## config.mk

```make
export PLATFORM = sky130hd
export DESIGN_NAME = rst_seq_gen
export DESIGN_NICKNAME = d
export VERILOG_FILES = /design/src/rtl/rst_seq_gen.sv
export SDC_FILE = /design/constraint.sdc
export NUM_CORES = 1
export LEC_CHECK = 0
export ABC_CLOCK_PERIOD_IN_PS = 2190
export CAP_MARGIN = 20
export CORE_MARGIN = 10
export CORE_UTILIZATION = 50
export DETAILED_ROUTE_END_ITERATION = 12
export PLACE_DENSITY_LB_ADDON = 0.08
export SLEW_MARGIN = 10
export SYNTH_ARGS = -nofsm -noshare
export SYNTH_HDL_FRONTEND = slang
export SYNTH_SLANG_ARGS = --single-unit
export TNS_END_PERCENT = 5
```

## constraint.sdc

```tcl
create_clock -name clk -period 2.19 [get_ports clk]
set_clock_uncertainty 0.1 [all_clocks]
set_input_delay 0.438 -clock clk [delete_from_list [all_inputs] [get_ports clk]]
set_output_delay 0.438 -clock clk [all_outputs]
set_load 0.02 [all_outputs]
```

## src/rtl/rst_seq_gen.sv

```systemverilog
// Reset sequencer: synchronises the external reset release, holds all domains in reset for a
// fixed time, releases them one by one with a stagger, and runs a per-domain tick divider.
// A rising edge on soft_rst_req while running replays the hold/release sequence.
module rst_seq_gen #(
    parameter int unsigned N_DOM       = 2,
    parameter int unsigned SYNC_STAGES = 2,
    parameter int unsigned HOLD_CYC    = 16,
    parameter int unsigned STAGGER_CYC = 4,
    parameter int unsigned DIV_W       = 8
) (
    input  logic                   clk,
    input  logic                   rst,
    input  logic                   soft_rst_req,
    input  logic [N_DOM*DIV_W-1:0] div_val,
    output logic [N_DOM-1:0]       dom_rst_n,
    output logic [N_DOM-1:0]       dom_tick,
    output logic                   soft_rst_ack,
    output logic                   seq_busy
);

    // The state register leaving StAssert acts as the final synchroniser stage.
    localparam int unsigned SyncW = SYNC_STAGES - 1;
    localparam int unsigned HoldW = $clog2(HOLD_CYC + 1);
    localparam int unsigned StagW = $clog2(STAGGER_CYC + 1);
    localparam int unsigned IdxW  = (N_DOM > 1) ? $clog2(N_DOM) : 1;

    localparam logic [HoldW-1:0] HoldLast = HoldW'(HOLD_CYC - 1);
    localparam logic [StagW-1:0] StagLast = StagW'(STAGGER_CYC - 1);
    localparam logic [IdxW-1:0]  IdxLast  = IdxW'(N_DOM - 1);

    typedef enum logic [1:0] {
        StAssert,
        StHold,
        StRelease,
        StRun
    } state_t;

    state_t           r_state, w_state_d;
    logic [SyncW-1:0] r_sync;
    logic [HoldW-1:0] r_hold, w_hold_d;
    logic [StagW-1:0] r_stag, w_stag_d;
    logic [IdxW-1:0]  r_idx, w_idx_d;
    logic [N_DOM-1:0] r_rst_n, w_rst_n_d;
    logic             r_soft, w_soft_d;
    logic             r_ack, w_ack_d;
    logic             r_busy, w_busy_d;
    logic             r_soft_prev;
    logic             w_soft_rise;

    assign w_soft_rise = soft_rst_req & ~r_soft_prev;

    // Reset-release synchroniser: assertion is asynchronous, release shifts a 1 through.
    always_ff @(posedge clk or negedge rst) begin
        if (!rst) begin
            r_sync <= '0;
        end else begin
            r_sync[0] <= 1'b1;
            for (int unsigned k = 1; k < SyncW; k++) begin
                r_sync[k] <= r_sync[k-1];
            end
        end
    end

    // Sequencer state and registered outputs.
    always_ff @(posedge clk or negedge rst) begin
        if (!rst) begin
            r_state     <= StAssert;
            r_hold      <= '0;
            r_stag      <= '0;
            r_idx       <= '0;
            r_rst_n     <= '0;
            r_soft      <= 1'b0;
            r_ack       <= 1'b0;
            r_busy      <= 1'b1;
            r_soft_prev <= 1'b0;
        end else begin
            r_state     <= w_state_d;
            r_hold      <= w_hold_d;
            r_stag      <= w_stag_d;
            r_idx       <= w_idx_d;
            r_rst_n     <= w_rst_n_d;
            r_soft      <= w_soft_d;
            r_ack       <= w_ack_d;
            r_busy      <= w_busy_d;
            r_soft_prev <= soft_rst_req;
        end
    end

    // Next-state logic: hold counter, stagger counter and per-domain release vector.
    always_comb begin
        w_state_d = r_state;
        w_hold_d  = r_hold;
        w_stag_d  = r_stag;
        w_idx_d   = r_idx;
        w_rst_n_d = r_rst_n;
        w_soft_d  = r_soft;
        w_ack_d   = 1'b0;
        unique case (r_state)
            StAssert: begin
                w_rst_n_d = '0;
                if (r_sync[SyncW-1]) begin
                    w_state_d = StHold;
                    w_hold_d  = '0;
                end
            end
            StHold: begin
                if (r_hold == HoldLast) begin
                    w_rst_n_d[0] = 1'b1;
                    w_stag_d     = '0;
                    if (N_DOM == 1) begin
                        w_state_d = StRun;
                        w_ack_d   = r_soft;
                        w_soft_d  = 1'b0;
                    end else begin
                        w_state_d = StRelease;
                        w_idx_d   = IdxW'(1);
                    end
                end else begin
                    w_hold_d = r_hold + HoldW'(1);
                end
            end
            StRelease: begin
                if (r_stag == StagLast) begin
                    w_rst_n_d[r_idx] = 1'b1;
                    w_stag_d         = '0;
                    if (r_idx == IdxLast) begin
                        w_state_d = StRun;
                        w_ack_d   = r_soft;
                        w_soft_d  = 1'b0;
                    end else begin
                        w_idx_d = r_idx + IdxW'(1);
                    end
                end else begin
                    w_stag_d = r_stag + StagW'(1);
                end
            end
            StRun: begin
                // Soft reset skips the synchroniser: the request is already in this clock domain.
                if (w_soft_rise) begin
                    w_rst_n_d = '0;
                    w_state_d = StHold;
                    w_hold_d  = '0;
                    w_soft_d  = 1'b1;
                end
            end
            default: begin
                w_state_d = StAssert;
                w_rst_n_d = '0;
            end
        endcase
        w_busy_d = (w_state_d != StRun);
    end

    assign dom_rst_n    = r_rst_n;
    assign soft_rst_ack = r_ack;
    assign seq_busy     = r_busy;

    for (genvar i = 0; i < N_DOM; i++) begin : g_dom
        logic [DIV_W-1:0] r_cnt, r_div, w_cnt_inc, w_div_in;
        logic             r_tick;

        assign w_cnt_inc = r_cnt + DIV_W'(1);
        assign w_div_in  = div_val[i*DIV_W +: DIV_W];

        // Divider: divisor is latched at release and at every wrap, so mid-count changes wait.
        always_ff @(posedge clk or negedge rst) begin
            if (!rst) begin
                r_cnt  <= '0;
                r_div  <= '0;
                r_tick <= 1'b0;
            end else if (!w_rst_n_d[i]) begin
                r_cnt  <= '0;
                r_div  <= '0;
                r_tick <= 1'b0;
            end else if (!r_rst_n[i] || (r_cnt == r_div)) begin
                r_cnt  <= '0;
                r_div  <= w_div_in;
                r_tick <= (w_div_in == '0);
            end else begin
                r_cnt  <= w_cnt_inc;
                r_tick <= (w_cnt_inc == r_div);
            end
        end

        assign dom_tick[i] = r_tick;
    end

endmodule

```

==> qor.txt, run 1 <==
Status - completed
Gpl congestion - 0.818
Routed Antenna Nets - 0
I/O pins - 25
Core area - 5540 um^2
CP arrival - 2200 ps
Total global routing track utilization - 0.134
Layout Nets - 348
Design area - 3400 um^2
Crit-path max FO - 6
Setup violators final - 0
Tcrit/Tclk final - 0.953
Startpoint Class - flop
Worst skew pair latency - 300 ps
Syn_area_per_cell - 10.2 um^2
Worst Reg-to-Reg Cells - 7
Post-synthesis instance total - 282
Max_slew headroom - 0.662
#FFs+latches synth - 52
Setup CP Type - reg2reg
Worst-Margin Slew - 507 ps
Clock slew at reported path FFs - 100 ps
Buf+Inv Stages, Crit Path - 1
Placed Area - 3240 um^2
Area contributors post-synth - dfrtp_1 (44%), xnor2_1 (6.7%), mux2i_1 (5.9%)
Register area share after synthesis - 0.453
TritonCTS clock tree - built
Critical path depth in cells - 7
Largest net degree at the start of global routing - 33
EDFF count, synth - 0
DR vias/cell - 5.34
Hpwl dp - 4.43 mm
Drc violations - 0
1st-iter DRT viols - 94
Diodes inserted - 0
Htree depth - 2
Clock buffer depth - 2
Area Growth Syn to Fin - 18.0%
Wire per inst - 14.8 um
Top-area cell type share of the netlist area - 0.443
WHS Path Cells - 2
Syn Nets - 311
# fillers - 489
RSZ-0062 raised after global routing - yes
Total clock sinks - 52
Overall power - 0.00217 W
Top_reg_cell synth - dfrtp_1
Root buf cell - clkbuf_8
Seq. cell area - 1300 um^2
TritonCTS Buffers - 5
RR Endpoint - r_hold[4]$_DFFE_PN0P_
P_leak - 1.63 nW
Die height - 95.9 um
Global-route wire length before repair - 9.79 mm
Max-cap violation count - 0
Synth area leader - dfrtp_1
Rows - 27
Vias in the first global route - 2054
Initial Utilization - 0.519
Crit path max-delay family - adder cells
Initial antenna violation count - 0
Worst stage delay on the critical path - 420 ps
Critical path's slowest cell - dfrtp_1
Max-slew violations - 0
Total number of vias - 2095
CP cell instances - ha_1, and3_1, ha_2, mux2i_1, o211ai_1, buf_4, o31ai_1
Grt ovf - 0
Count of different cell masters after synthesis - 55
Yosys warnings - 0
WP data required - 2300 ps
Fraction of registers with async set/reset - 1.00
Area occupied by multi-input gates - 1470 um^2
Peak VDD IR - 0.348 mV
Area of the mapped netlist - 2880 um^2
Die Wd - 95.9 um
First drt pass iteration count - 4
Min cycle time layout - 2090 ps
Buffers added on ports - 24
Power Dens Cells - 640 nW/um^2
Final hold viol count - 0
Crit path to - r_hold[4]$_DFFE_PN0P_
Worst reg-to-reg setup slack - 100 ps
Layout cells sized above 1 - 0.119
Die area - 9190 um^2
Hold_ws - 404 ps
Fmax - 479 MHz
Hold crit path type - reg2reg
R2R Path Start - r_hold[0]$_DFFE_PN0P_
CP Launch Point - r_hold[0]$_DFFE_PN0P_
Drt total wl - 5.80 mm
Crit. End Element - flop
==> flip-flops by register name, summed over array words and instances (netlist names) <==
| register | flops |
|---|---|
| r_hold | 5 |
| r_stag | 3 |
| r_sync | 1 |
| dom_rst_n | 2 |
| r_idx | 1 |
| r_soft_prev | 1 |
| g_dom.r_cnt | 16 |
| seq_busy | 1 |
| g_dom.r_div | 16 |
| soft_rst_ack | 1 |
| r_state | 2 |
| g_dom.r_tick | 2 |
| r_soft | 1 |
==> worst min-delay path by stage <==
stage,from,to
detailed placement,rst,g_dom[1].r_div[0]$_DFFE_PN0P_
CTS,r_hold[4]$_DFFE_PN0P_,r_hold[4]$_DFFE_PN0P_
finish,r_hold[4]$_DFFE_PN0P_,r_hold[4]$_DFFE_PN0P_
global placement,rst,g_dom[1].r_div[2]$_DFFE_PN0P_
global route,r_hold[4]$_DFFE_PN0P_,r_hold[4]$_DFFE_PN0P_
floorplan,rst,dom_rst_n[0]$_DFF_PN0_
==> synth_stat cells (2+ instances only) <==
cell type,number
dfrtp_1,51
nor2_1,35
xnor2_1,22
mux2i_1,17
xor2_1,15
nand2_1,12
nand3_1,12
o21ai_0,12
ha_1,10
inv_1,10
nor3_1,8
a21oi_1,7
and3_1,4
clkbuf_1,4
nor4_1,4
buf_4,3
nand2b_1,3
nand4_1,3
o31ai_1,3
a2111oi_0,2
a21boi_0,2
a22oi_1,2
a31oi_1,2
and2_1,2
buf_2,2
buf_6,2
nand3b_1,2
o211a_1,2
o211ai_1,2
or2_2,2
==> layout by cell type, fill, tap and decap left out, types with 2 or more instances in the layout <==
| cell type | count |
|---|---|
| a2111oi_0 | 2 |
| a21boi_0 | 2 |
| a21oi_1 | 7 |
| a22oi_1 | 2 |
| a31oi_1 | 2 |
| and2_1 | 2 |
| and3_1 | 4 |
| buf_4 | 15 |
| clkbuf_8 | 5 |
| clkdlybuf4s50_1 | 23 |
| dfrtp_1 | 51 |
| ha_1 | 8 |
| ha_2 | 2 |
| inv_1 | 10 |
| mux2i_1 | 17 |
| nand2_1 | 12 |
| nand2b_1 | 3 |
| nand3_1 | 12 |
| nand3b_1 | 2 |
| nand4_1 | 3 |
| nor2_1 | 35 |
| nor3_1 | 8 |
| nor4_1 | 4 |
| o211a_1 | 2 |
| o211ai_1 | 2 |
| o21ai_0 | 12 |
| o31ai_1 | 3 |
| or2_2 | 2 |
| xnor2_1 | 21 |
| xor2_1 | 15 |
==> worst reg2reg max path, delay by kind of cell (launching register included) <==
kind | cells | cell delay, ps
AO/OA/AOI/OAI | 2 | 440
adder cells (fa/ha/maj) | 2 | 450
buffers and inverters | 1 | 200
flip-flops | 1 | 420
multiplexers | 1 | 210
AND/OR/NAND/NOR | 1 | 170
==> metrics by stage <==
stage	setup slack, ps	cells	setup TNS, ps	utilization
floorplan	114	282	0	-
global placement	65.0	381	0	0.584
detailed placement	-9.36	381	-9.36	0.584
CTS	11.8	390	0	0.606
global route	-103	392	-163	0.613
finish	102	392	0	0.613
==> power by group <==
part / switching [W] / internal [W] / total (W)
logic: 0.000247 / 0.000218 / 0.000465
clock network: 0.000320 / 0.000346 / 0.000666
registers: 0.0000369 / 0.00101 / 0.00104
total: 0.000604 / 0.00157 / 0.00217
==> layout make-up <==
class | instances | area share
well taps | 72 | 0.0265
clock buffers | 6 | 0.0214
inverters | 10 | 0.0110
multi-input cells | 208 | 0.432
repair buffers | 42 | 0.115
clock inverters | 2 | 0.0114
flip-flops and latches | 52 | 0.383
==> timing repair <==
item | 4_1_cts | 5_1_grt
resized for setup | 0 | 5
hold buffers | 1 | 0
setup buffers | 0 | 2
hold endpoints to repair | 15 | 0
setup endpoints to repair | 0 | 23
==> metal layers <==
metal	vias to the layer above	global-route usage	part of all wire
met5	-	0	0
met2	41	0.214	0.48
met3	6	0.0288	0.040
li1	1049	-	-
met1	999	0.179	0.47
met4	0	0.0418	0.0090
==> kinds of logic after synthesis <==
group / Yosys count / synth area share
AND/OR/NAND/NOR: 97 / 0.169
flip-flops: 52 / 0.453
AO/OA/AOI/OAI: 44 / 0.102
XOR/XNOR: 39 / 0.129
buffers and inverters: 22 / 0.0443
multiplexers: 17 / 0.0591
adder cells (fa/ha/maj): 10 / 0.0435
other: 1 / 0.00130
No activity file was read; power rests on OpenSTA's default activity.
==> inputs of run 2 (changes only) <==
- REMOVE_ABC_BUFFERS: not set -> 1
==> qor.txt, run 2 (synthesized netlist as in run 1, its figures left out) <==
TritonCTS Buffers - 5
Failing checks - hold timing
Min cycle time layout - 2040 ps
Max-cap violation count - 0
CP cell instances - ha_1, xnor2_1, xnor2_1, a2111oi_1, nand4_1, a21oi_1
Grt ovf - 0
Power Dens Cells - 648 nW/um^2
Most frequent cells in the layout - dfrtp_1 (51), nor2_1 (35), clkdlybuf4s50_1 (23), xnor2_1 (22), mux2i_1 (17)
Setup CP Type - reg2reg
Met1 Wirelength - 2.78 mm
1st-iter DRT viols - 64
P_leak - 1.64 nW
Gpl congestion - 0.822
Clock buffer depth - 2
Total global routing track utilization - 0.132
Worst skew pair latency - 310 ps
Die height - 95.9 um
Hold_ws - -13.3 ps
Layout Utilization - 0.613
Global-route wire length before repair - 9.68 mm
TritonCTS clock tree - built
DR WL met3 - 269 um
Total clock sinks - 52
RR Endpoint - g_dom[0].r_tick$_DFF_PN0_
Final hold viol count - 6
Die Wd - 95.9 um
Routed Antenna Nets - 0
First drt pass iteration count - 4
DR vias/cell - 5.31
Worst stage delay on the critical path - 470 ps
Highest Signal Layer - met4
Die area - 9190 um^2
Fmax - 490 MHz
Initial antenna violation count - 0
Rows - 27
Hold crit path type - in2async
Initial Utilization - 0.519
Vias in the first global route - 2049
Root buf cell - clkbuf_8
Max_slew headroom - 0.657
Worst Reg-to-Reg Cells - 6
Largest net degree at the start of global routing - 33
RSZ-0062 raised after global routing - no
Drc violations - 0
Most common cell after layout, fill and taps aside - dfrtp_1
Buffers added on ports - 24
WP data required - 2310 ps
Clock slew at reported path FFs - 100 ps
Tcrit/Tclk final - 0.931
Crit. End Element - flop
Crit-path max FO - 6
Core area - 5540 um^2
Diodes inserted - 0
Overall power - 0.00220 W
Status - finished, violations left
I/O pins - 25
Regs by FF count - g_dom.r_cnt (16), g_dom.r_div (16), r_hold (5)
Most frequent cell on the critical path - xnor2_1
Layout Nets - 346
Met2 Wirelength - 2.58 mm
Max-slew violations - 0
Setup violators final - 0
Wire per inst - 14.6 um
Post-CTS Setup Bufs - 0
Peak VDD IR - 0.392 mV
Total number of vias - 2069
Htree depth - 2
Critical path's slowest cell - dfrtp_1
Worst reg-to-reg setup slack - 150 ps
Drt total wl - 5.71 mm
Startpoint Class - flop
CP arrival - 2160 ps
Hpwl dp - 4.30 mm
Worst-Margin Slew - 514 ps
R2R Path Start - g_dom[0].r_cnt[0]$_DFF_PN0_
Layout cells sized above 1 - 0.116
Area Growth Syn to Fin - 18.0%
[run 2: how the worst max path moves through the flow]
stage / from / endpoint / slack (ps) / cells past startpoint
after floorplan: g_dom[1].r_cnt[5]$_DFF_PN0_ / g_dom[1].r_div[0]$_DFFE_PN0P_ / -410 / 5
after global placement: soft_rst_req / g_dom[0].r_cnt[5]$_DFF_PN0_ / 80 / 6
after detailed placement: soft_rst_req / g_dom[0].r_cnt[4]$_DFF_PN0_ / -60 / 6
after CTS: g_dom[0].r_cnt[0]$_DFF_PN0_ / g_dom[0].r_tick$_DFF_PN0_ / 100 / 6
after global routing: r_hold[0]$_DFFE_PN0P_ / r_hold[3]$_DFFE_PN0P_ / 10 / 9
final: g_dom[0].r_cnt[0]$_DFF_PN0_ / g_dom[0].r_tick$_DFF_PN0_ / 150 / 6
[run 2: cell type report]
type | count | area, um^2
multi-input combinational | 208 | 1460
inverter | 10 | 37.5
timing repair buffer | 40 | 380
sequential | 52 | 1300
clock buffer | 7 | 96.3
clock inverter | 1 | 30.0
fill | 484 | 2150
tap | 72 | 90.1
[run 2: timing repair]
action / 4_1_cts / 5_1_grt
endpoints found under the setup margin: 0 / 20
hold buffers: 0 / 0
gates resized for setup: 0 / 5
[run 2: where the power goes]
group	internal [W]	switching, W
sequential	0.00101	0.0000431
clock	0.000404	0.000323
combinational	0.000194	0.000229
[run 2: per-layer routing]
metal,vias up,global-route usage
met5,-,0
met1,981,0.176
met2,37,0.204
met3,7,0.0350
li1,1044,-
met4,0,0.0418
[run 2: through the flow]
step           cells  setup TNS [ps]  instance area [um^2]  setup slack (ps)
6_report         390               0                  3390               151
5_1_grt          390               0                  3390              13.6
4_1_cts          390               0                  3380              97.0
3_5_place_dp     382            -378                  3260             -58.8
3_3_place_gp     382               0                  3260              82.3
2_1_floorplan    270          -10890                  2790              -407
[run 2: worst max-delay path, delay by kind of cell, from the launching register on]
kind                     cells  cell delay [ps]
AND/OR/NAND/NOR              1              140
XOR/XNOR                     2              320
AO/OA/AOI/OAI                2              630
flip-flops                   1              470
adder cells (fa/ha/maj)      1              280
